<file path="src/rtl/fc1_weight_pkg.sv">
// fc1_weight_pkg: shared types and sizing for the fc1 weight source/sink path
package fc1_weight_pkg;
   typedef enum logic {LOAD, DONE} state_t;
   function automatic int beats_per_tensor(input int d0, input int d1, input int p0, input int p1);
      return d0 * d1 / (p0 * p1);
   endfunction
endpackage

</file>
<file path="src/rtl/fc1_weight_sink_if.sv">
// fc1_weight_sink_if: valid/ready beat stream carrying unpacked weight elements
interface fc1_weight_sink_if #(
   parameter int P0 = 16,
   parameter int N  = 1
);
   logic [P0-1:0] data_in [N];
   logic          data_in_valid;
   logic          data_in_ready;
   modport master (output data_in, data_in_valid, input data_in_ready);
   modport slave  (input data_in, data_in_valid, output data_in_ready);
endinterface

</file>
<file path="src/rtl/fc1_weight_ram.sv">
// fc1_weight_ram: single-write buffer with a 2-stage registered read port matching the weight ROM
module fc1_weight_ram #(
   parameter int DW    = 16,
   parameter int DEPTH = 32,
   parameter int AW    = 6
) (
   input  logic          clk,
   input  logic          rst,
   input  logic          we,
   input  logic [AW-1:0] waddr,
   input  logic [DW-1:0] wdata,
   input  logic [AW-1:0] addr0,
   input  logic          ce0,
   output logic [DW-1:0] q0
);
   localparam int IW = DEPTH > 1 ? $clog2(DEPTH) : 1;
   logic [DW-1:0] mem [DEPTH];
   logic [DW-1:0] q0_t0;
   always_ff @(posedge clk)
      if (we) mem[IW'(waddr)] <= wdata;
   always_ff @(posedge clk)
      if (!rst) begin
         q0_t0 <= '0;
         q0    <= '0;
      end else if (ce0) begin
         q0_t0 <= mem[IW'(addr0)];
         q0    <= q0_t0;
      end
endmodule

</file>
<file path="src/rtl/fc1_weight_sink.sv">
// fc1_weight_sink: streams fc1 weight beats into a buffer readable through a ROM-style port
module fc1_weight_sink
   import fc1_weight_pkg::*;
#(
   parameter int WEIGHT_TENSOR_SIZE_DIM_0 = 32,
   parameter int WEIGHT_TENSOR_SIZE_DIM_1 = 1,
   parameter int WEIGHT_PRECISION_0       = 16,
   parameter int WEIGHT_PRECISION_1       = 3,
   parameter int WEIGHT_PARALLELISM_DIM_0 = 1,
   parameter int WEIGHT_PARALLELISM_DIM_1 = 1,
   parameter int IN_DEPTH   = beats_per_tensor(WEIGHT_TENSOR_SIZE_DIM_0, WEIGHT_TENSOR_SIZE_DIM_1,
                                               WEIGHT_PARALLELISM_DIM_0, WEIGHT_PARALLELISM_DIM_1),
   parameter int ADDR_WIDTH = $clog2(IN_DEPTH + 1)
) (
   input  logic                  clk,
   input  logic                  rst,
   fc1_weight_sink_if.slave      din,
   input  logic                  reload,
   output logic                  load_done,
   output logic [ADDR_WIDTH-1:0] beat_count,
   input  logic [ADDR_WIDTH-1:0] addr0,
   input  logic                  ce0,
   output logic [WEIGHT_PRECISION_0*WEIGHT_PARALLELISM_DIM_0*WEIGHT_PARALLELISM_DIM_1-1:0] q0
);
   localparam int N  = WEIGHT_PARALLELISM_DIM_0 * WEIGHT_PARALLELISM_DIM_1;
   localparam int P0 = WEIGHT_PRECISION_0;
   state_t                state;
   logic                  ready;
   logic [ADDR_WIDTH-1:0] wr_ptr;
   logic [P0*N-1:0]       wdata;
   logic                  accept;
   logic                  last;
   logic [31:0]           unused_frac;
   // fractional width travels with the weights as metadata only
   assign unused_frac       = WEIGHT_PRECISION_1;
   assign din.data_in_ready = ready;
   assign accept            = din.data_in_valid & ready & rst;
   assign last              = wr_ptr == ADDR_WIDTH'(IN_DEPTH - 1);
   for (genvar j = 0; j < N; j++) begin : g_pack
      assign wdata[P0*j +: P0] = din.data_in[j];
   end
   always_ff @(posedge clk)
      if (!rst) begin
         state      <= LOAD;
         wr_ptr     <= '0;
         beat_count <= '0;
         load_done  <= 1'b0;
         ready      <= 1'b0;
      end else if (reload) begin
         state      <= LOAD;
         wr_ptr     <= '0;
         beat_count <= '0;
         load_done  <= 1'b0;
         ready      <= 1'b1;
      end else if (accept) begin
         state      <= last ? DONE : LOAD;
         wr_ptr     <= last ? '0 : wr_ptr + 1'b1;
         beat_count <= beat_count + 1'b1;
         load_done  <= last;
         ready      <= !last;
      end else
         ready <= state == LOAD;
   fc1_weight_ram #(.DW(P0*N), .DEPTH(IN_DEPTH), .AW(ADDR_WIDTH)) u_ram (
      .clk   (clk),
      .rst   (rst),
      .we    (accept),
      .waddr (wr_ptr),
      .wdata (wdata),
      .addr0 (addr0),
      .ce0   (ce0),
      .q0    (q0)
   );
endmodule

</file>
<file path="src/flat_wrapper.sv">
// flat-port wrapper written by rule: the top's interface ports become plain ports
module fc1_weight_sink_flat import fc1_weight_pkg::*;
#(
   parameter int WEIGHT_TENSOR_SIZE_DIM_0 = 32,
   parameter int WEIGHT_TENSOR_SIZE_DIM_1 = 1,
   parameter int WEIGHT_PRECISION_0       = 16,
   parameter int WEIGHT_PRECISION_1       = 3,
   parameter int WEIGHT_PARALLELISM_DIM_0 = 1,
   parameter int WEIGHT_PARALLELISM_DIM_1 = 1,
   parameter int IN_DEPTH   = beats_per_tensor(WEIGHT_TENSOR_SIZE_DIM_0, WEIGHT_TENSOR_SIZE_DIM_1,
                                               WEIGHT_PARALLELISM_DIM_0, WEIGHT_PARALLELISM_DIM_1),
   parameter int ADDR_WIDTH = $clog2(IN_DEPTH + 1)
)
  (clk, rst, reload, load_done, beat_count, addr0, ce0, q0, din_data_in, din_data_in_valid, din_data_in_ready);
  fc1_weight_sink_if #(.P0(16), .N(1)) din_i ();
  input  logic clk;
  input  logic rst;
  input  logic reload;
  output logic load_done;
  output logic [ADDR_WIDTH-1:0] beat_count;
  input  logic [ADDR_WIDTH-1:0] addr0;
  input  logic ce0;
  output logic [WEIGHT_PRECISION_0*WEIGHT_PARALLELISM_DIM_0*WEIGHT_PARALLELISM_DIM_1-1:0] q0;
  input wire logic [$bits(din_i.data_in)-1:0] din_data_in;
  input wire logic [$bits(din_i.data_in_valid)-1:0] din_data_in_valid;
  output wire logic [$bits(din_i.data_in_ready)-1:0] din_data_in_ready;
  assign din_i.data_in = {>>{din_data_in}};
  assign din_i.data_in_valid = din_data_in_valid;
  assign din_data_in_ready = din_i.data_in_ready;
  fc1_weight_sink #(.WEIGHT_TENSOR_SIZE_DIM_0(WEIGHT_TENSOR_SIZE_DIM_0), .WEIGHT_TENSOR_SIZE_DIM_1(WEIGHT_TENSOR_SIZE_DIM_1), .WEIGHT_PRECISION_0(WEIGHT_PRECISION_0), .WEIGHT_PRECISION_1(WEIGHT_PRECISION_1), .WEIGHT_PARALLELISM_DIM_0(WEIGHT_PARALLELISM_DIM_0), .WEIGHT_PARALLELISM_DIM_1(WEIGHT_PARALLELISM_DIM_1), .IN_DEPTH(IN_DEPTH), .ADDR_WIDTH(ADDR_WIDTH)) u_core (.clk(clk), .rst(rst), .din(din_i), .reload(reload), .load_done(load_done), .beat_count(beat_count), .addr0(addr0), .ce0(ce0), .q0(q0));
endmodule
</file>
<file path="config.mk">
export PLATFORM = sky130hd
export DESIGN_NAME = fc1_weight_sink_flat
export DESIGN_NICKNAME = d
export VERILOG_FILES = /design/src/rtl/fc1_weight_pkg.sv /design/src/rtl/fc1_weight_sink_if.sv /design/src/rtl/fc1_weight_ram.sv /design/src/rtl/fc1_weight_sink.sv /design/src/flat_wrapper.sv
export SDC_FILE = /design/constraint.sdc
export NUM_CORES = 1
export LEC_CHECK = 0
export CAP_MARGIN = 20
export CORE_ASPECT_RATIO = 1.2
export CORE_UTILIZATION = 55
export CTS_BUF_LIST = sky130_fd_sc_hd__clkbuf_8
export DETAILED_ROUTE_END_ITERATION = 8
export GPL_ROUTABILITY_DRIVEN = 0
export GPL_TIMING_DRIVEN = 0
export PLACE_DENSITY = 0.75
export RECOVER_POWER = 25
export REMOVE_ABC_BUFFERS = 1
export SYNTH_ARGS = -nofsm -noshare
export SYNTH_HDL_FRONTEND = slang
export SYNTH_SLANG_ARGS = --single-unit
export TNS_END_PERCENT = 100
</file>
<file path="constraint.sdc">
create_clock -name clk -period 6.6 [get_ports clk]
set_clock_uncertainty 0.15 [all_clocks]
set_input_delay 1.32 -clock clk [delete_from_list [all_inputs] [get_ports clk]]
set_output_delay 1.32 -clock clk [all_outputs]
set_load 0.01 [all_outputs]
</file>
# After elaboration in Yosys (flattened, before gate mapping)
# Memory sizes are Yosys's and may differ from the RTL's. A register that Yosys moved wholly into a read port is not among the register bits.
# Index checks and enable logic that the tools add are counted.
[word_totals] register_bits=31 mem_bits_rw=512 input_bits=27 out_inout_bits=24 memories=1
[mem_list] name="u_core.u_ram.mem" words=32 word_bits=16 read_ports=1 rd_clocked_by_memory_dff=1 wr=1 line_no="fc1_weight_ram.sv:17" rtl="logic [DW-1:0] mem [DEPTH];"
[classes] addsub=2 n_eq_ne=1 mux=6 bitwise_logic=4 n_reduce_logical=3
[ops] cell="$add A6 B1 Y6 const B" n=2
[ops] cell="$eq A6 B5 Y1 const B" n=1
[ops] cell="$mux W6" n=1
[ops] cell="$mux W1" n=5
[ops] cell="$and A1 B1 Y1" n=2
[ops] cell="$logic_not A1 Y1" n=2
[ops] cell="$not A1 Y1" n=2
[ops] cell="$reduce_or A2 Y1" n=1

# Logic depth before layout (Yosys ltp)
[logic_depth] ltp_word=4 depth_mapped=8 mapped_depth_nobuf=6

# Cells and area by module
# Synthesis repeated with hierarchy kept, for this count alone.
[hier_totals] hier_cells=1273 area_unflattened_um2=21764.6
[modules_own_cells] mod="fc1_weight_ram" n_inst=1 cells_each=1197 area_per_inst_um2=21104.0 seq_area_each_um2=16015.4
[modules_own_cells] mod="fc1_weight_sink" n_inst=1 cells_each=76 area_per_inst_um2=660.6 seq_area_each_um2=280.3

# Worst setup path before layout
# No wires, ideal clock.
[synth_timing] path_kind="in2reg" startpoint="input port rst" endpoint="memory u_core.u_ram.mem[29][0], enable pin" setup_time_ps=388 t_arrival_ps=2973 setup_slack_ps=3089 path_stages=5 path_buffers=2 cell_sequence="clkbuf_1 -> and3_1 -> clkbuf_1 -> nand2_1 -> nor2_1"
[synth_between] elab_chain_len=3
[synth_lines] element="start, declared" line_no="flat_wrapper.sv:17" rtl="input logic rst;"
[synth_lines] element="$and A1 B1 Y1" line_no="fc1_weight_sink.sv:37" rtl="assign accept = din.data_in_valid & ready & rst;"
[synth_lines] element="$mux W1" line_no="fc1_weight_ram.sv:20" rtl="if (we) mem[IW'(waddr)] <= wdata;"
[synth_lines] element="$mux W1 (not written as such)" line_no="fc1_weight_ram.sv:20"
[synth_lines] element="end, declared" line_no="fc1_weight_ram.sv:17"
# Every way passes these cells.

# Worst setup path in the final report
[layout_timing] startpoint="input port rst" endpoint="memory u_core.u_ram.mem[15][7], enable pin"
# The elaborated chain is that of the path after synthesis.

==> metrics.yaml <==
status:
  status: "finished, final reports clean"
power_and_ir_drop:
  vdd_drop_max_v: 0.0001566
  p_leak_nw: 8.539
  power_density_nw_per_um2: 274.3
  power_mw: 6.752
sta:
  rsz0062_at_grt: "no"
  max_clock_freq_mhz: 197.8
  timing.final.crit_share: 0.7659
  finalCriticalPeriod_ns: 5.055
  setup_viol_count_final: 0
  slew_headroom: 0.1305
  worst_slew_pin_slew_ns: 1.304
  slew_violations: 0
  hold_violations: 0
logic_synthesis:
  syn_area_um2: 21700
  synth_top_area_frac: 0.7084
  synth_commonest_cells: "edfxtp_1 (512), mux2i_1 (273), a22oi_1 (129)"
  synth_ff_type: "edfxtp_1"
  synth.largest_area_cell: "edfxtp_1"
  synth_warnings: 0
  synthArstFlopShare: 0
  ys_seq_elements: 558
  yosys-top-cells-area: "edfxtp_1 (71%), mux2i_1 (13%), a22oi_1 (4.5%)"
  yosys.cell_count.top_type: "edfxtp_1"
  synthCells: 1271
  synth_edf_count: 512
  yosysSeqAreaShare: 0.7508
  ys_types: 33
  avgSynthCellArea_um2: 17.08
worst_setup_path:
  cp.arrival_ns: 5.15
  cp_num_cells: 5
  crit_slowest_cell: "clkbuf_1"
  critPathBufInv: 3
  critPathMaxFanout: 27
  start_kind: "input pin"
  path_cells: "dlygate4sd3_1 -> clkbuf_1 -> nand4_1 -> or3_1 -> inv_1"
  crit_family: "buffers and inverters"
  endpoint_kind: "flop"
  reg2regPathDepth: 4
  cp_slowest_stage_delay_ns: 0.94
  required_ns: 6.70
  crit_type: "input pin to flop"
final_layout:
  drive_gt1_frac: 0.1231
  multi_input_area_um2: 5045
  finalInstanceArea_um2: 24610
  syn_to_final_growth_pct: 13.40
  layoutNonFillerInstCount: 1957
  ff_latch_area_um2: 16300
  nets: 1404
  fillers: 2620
place:
  port_buffers: 49
  hpwl_um: 26380
  dpl_cell_area_um2: 23100
  dp_cells: 1806
clock_network:
  cts_root_buf: "clkbuf_8"
  clk_latency_ns: 0.63
  cts_setup_buffers: 0
  ctsResizeCount: 0
  cts_max_level: 3
  cts.path.max_buffers: 3
  path_clk_slew_ns: 0.06
  cts_buffers: 82
  cts_tree: "yes"
  hold_buffers: 0
  cts.sinks: 558
routing:
  vias_per_cell: 5.855
  drcViolationCount: 0
  wire_per_inst_um: 22.51
  firstDrtPassIters: 6
  postRouteWirelength_um: 44040
  ant_nets: 0
  dr_total_vias: 11459
  drtIter0Drc: 935
floorplan:
  die_h_um: 219.6
  die_w_um: 183.3
  start_util: 0.5587
  rows: 79
  core_region_area_um2: 38850
  fp.dieArea_um2: 40270
  io_pins: 51
grt:
  track_usage: 0.2250
  overflow: 0
  grt_pass1_wl_um: 66540
  grt_start_max_net_pins: 94
  antenna_found_initial: 1
  first_global_vias: 11617
min_path:
  min_path_type: "flop to flop"
  holdPathStages: 2
job:
  cap_violations: 0
worst min-delay path, cell delays in order (launching register included):
cell     delay, ns
dfxtp_1       0.31
o21ai_0       0.07
a21oi_1       0.06
state kept, by name, summed over array words and instances, names as in the netlist:
name                      count
u_core.state                  1
u_core.wr_ptr                 6
u_core.beat_count             6
u_core.u_ram.q0_t0           16
u_core.u_ram.q0              16
u_core.u_ram.mem            512
u_core.din.data_in_ready      1
worst paths after layout:
kind / from / endpoint / slack [ns]
min: u_core.beat_count[5] / u_core.beat_count[5] / 0.34
max reg2reg: u_core.wr_ptr[0] / u_core.u_ram.mem[15][7] / 3.58
min reg2reg: u_core.beat_count[5] / u_core.beat_count[5] / 0.34
max: rst / u_core.u_ram.mem[15][7] / 1.54
where the power goes:
group	total, mW	internal, mW	switching [mW]
logic	0.330	0.125	0.205
clock network	2.54	1.31	1.23
registers	3.89	3.88	0.0102
total	6.75	5.31	1.44
routing by layer:
layer	vias to the layer above	wire length, um	global-route usage
met5	-	0	0
met4	0	1974	0.1189
met3	115	2769	0.03867
met2	444	21940	0.3814
met1	5664	17360	0.2778
li1	5236	-	-
logic make-up after synthesis:
family,after synthesis,share of synthesized area
buffers and inverters,80,0.02150
AO/OA/AOI/OAI,236,0.06941
adder cells (fa/ha/maj),5,0.002882
XOR/XNOR,5,0.002018
multiplexers,273,0.1259
AND/OR/NAND/NOR,114,0.02750
flip-flops,558,0.7508
placed cells by master (no fill, tap or decap), drive strengths merged:
cell type	instances
nand4	3
nor4	1
bufinv	2
nor2b	19
o21a	1
nand3b	1
nor3b	1
clkinvlp	2
clkbuf	98
o21ai	19
dfxtp	46
nand2	13
xor2	4
diode	1
mux2i	273
and2	1
or4	16
nand2b	4
buf	38
or3	3
clkdlybuf4s50	37
clkinv	21
edfxtp	512
or2	2
inv	31
nand3	4
xnor2	1
dlygate4sd3	10
and3	1
a22oi	129
nor3	1
or3b	2
nor2	42
a21oi	87
ha	5
area by class of cell:
type / instances / area share
antenna: 1 / 0.0001017
clock buffer: 89 / 0.04977
clock inverter: 53 / 0.01083
inverter: 3 / 0.0004575
multi-input combinational: 633 / 0.2050
sequential: 558 / 0.6621
tap: 526 / 0.02674
timing repair buffer: 94 / 0.04509
metrics by stage:
stage	hold WS, ns	setup WS (ns)	TNS, ns	utilization
detailed placement	0.3359	1.839	0	0.5947
floorplan	0.3148	2.277	0	-
finish	0.3385	1.545	0	0.6336
global route	0.3703	1.422	0	0.6336
CTS	0.3418	2.495	0	0.6331
global placement	0.3202	-8.564	-133.14	0.5766
Note: power is estimated with default switching activity, not from simulation.
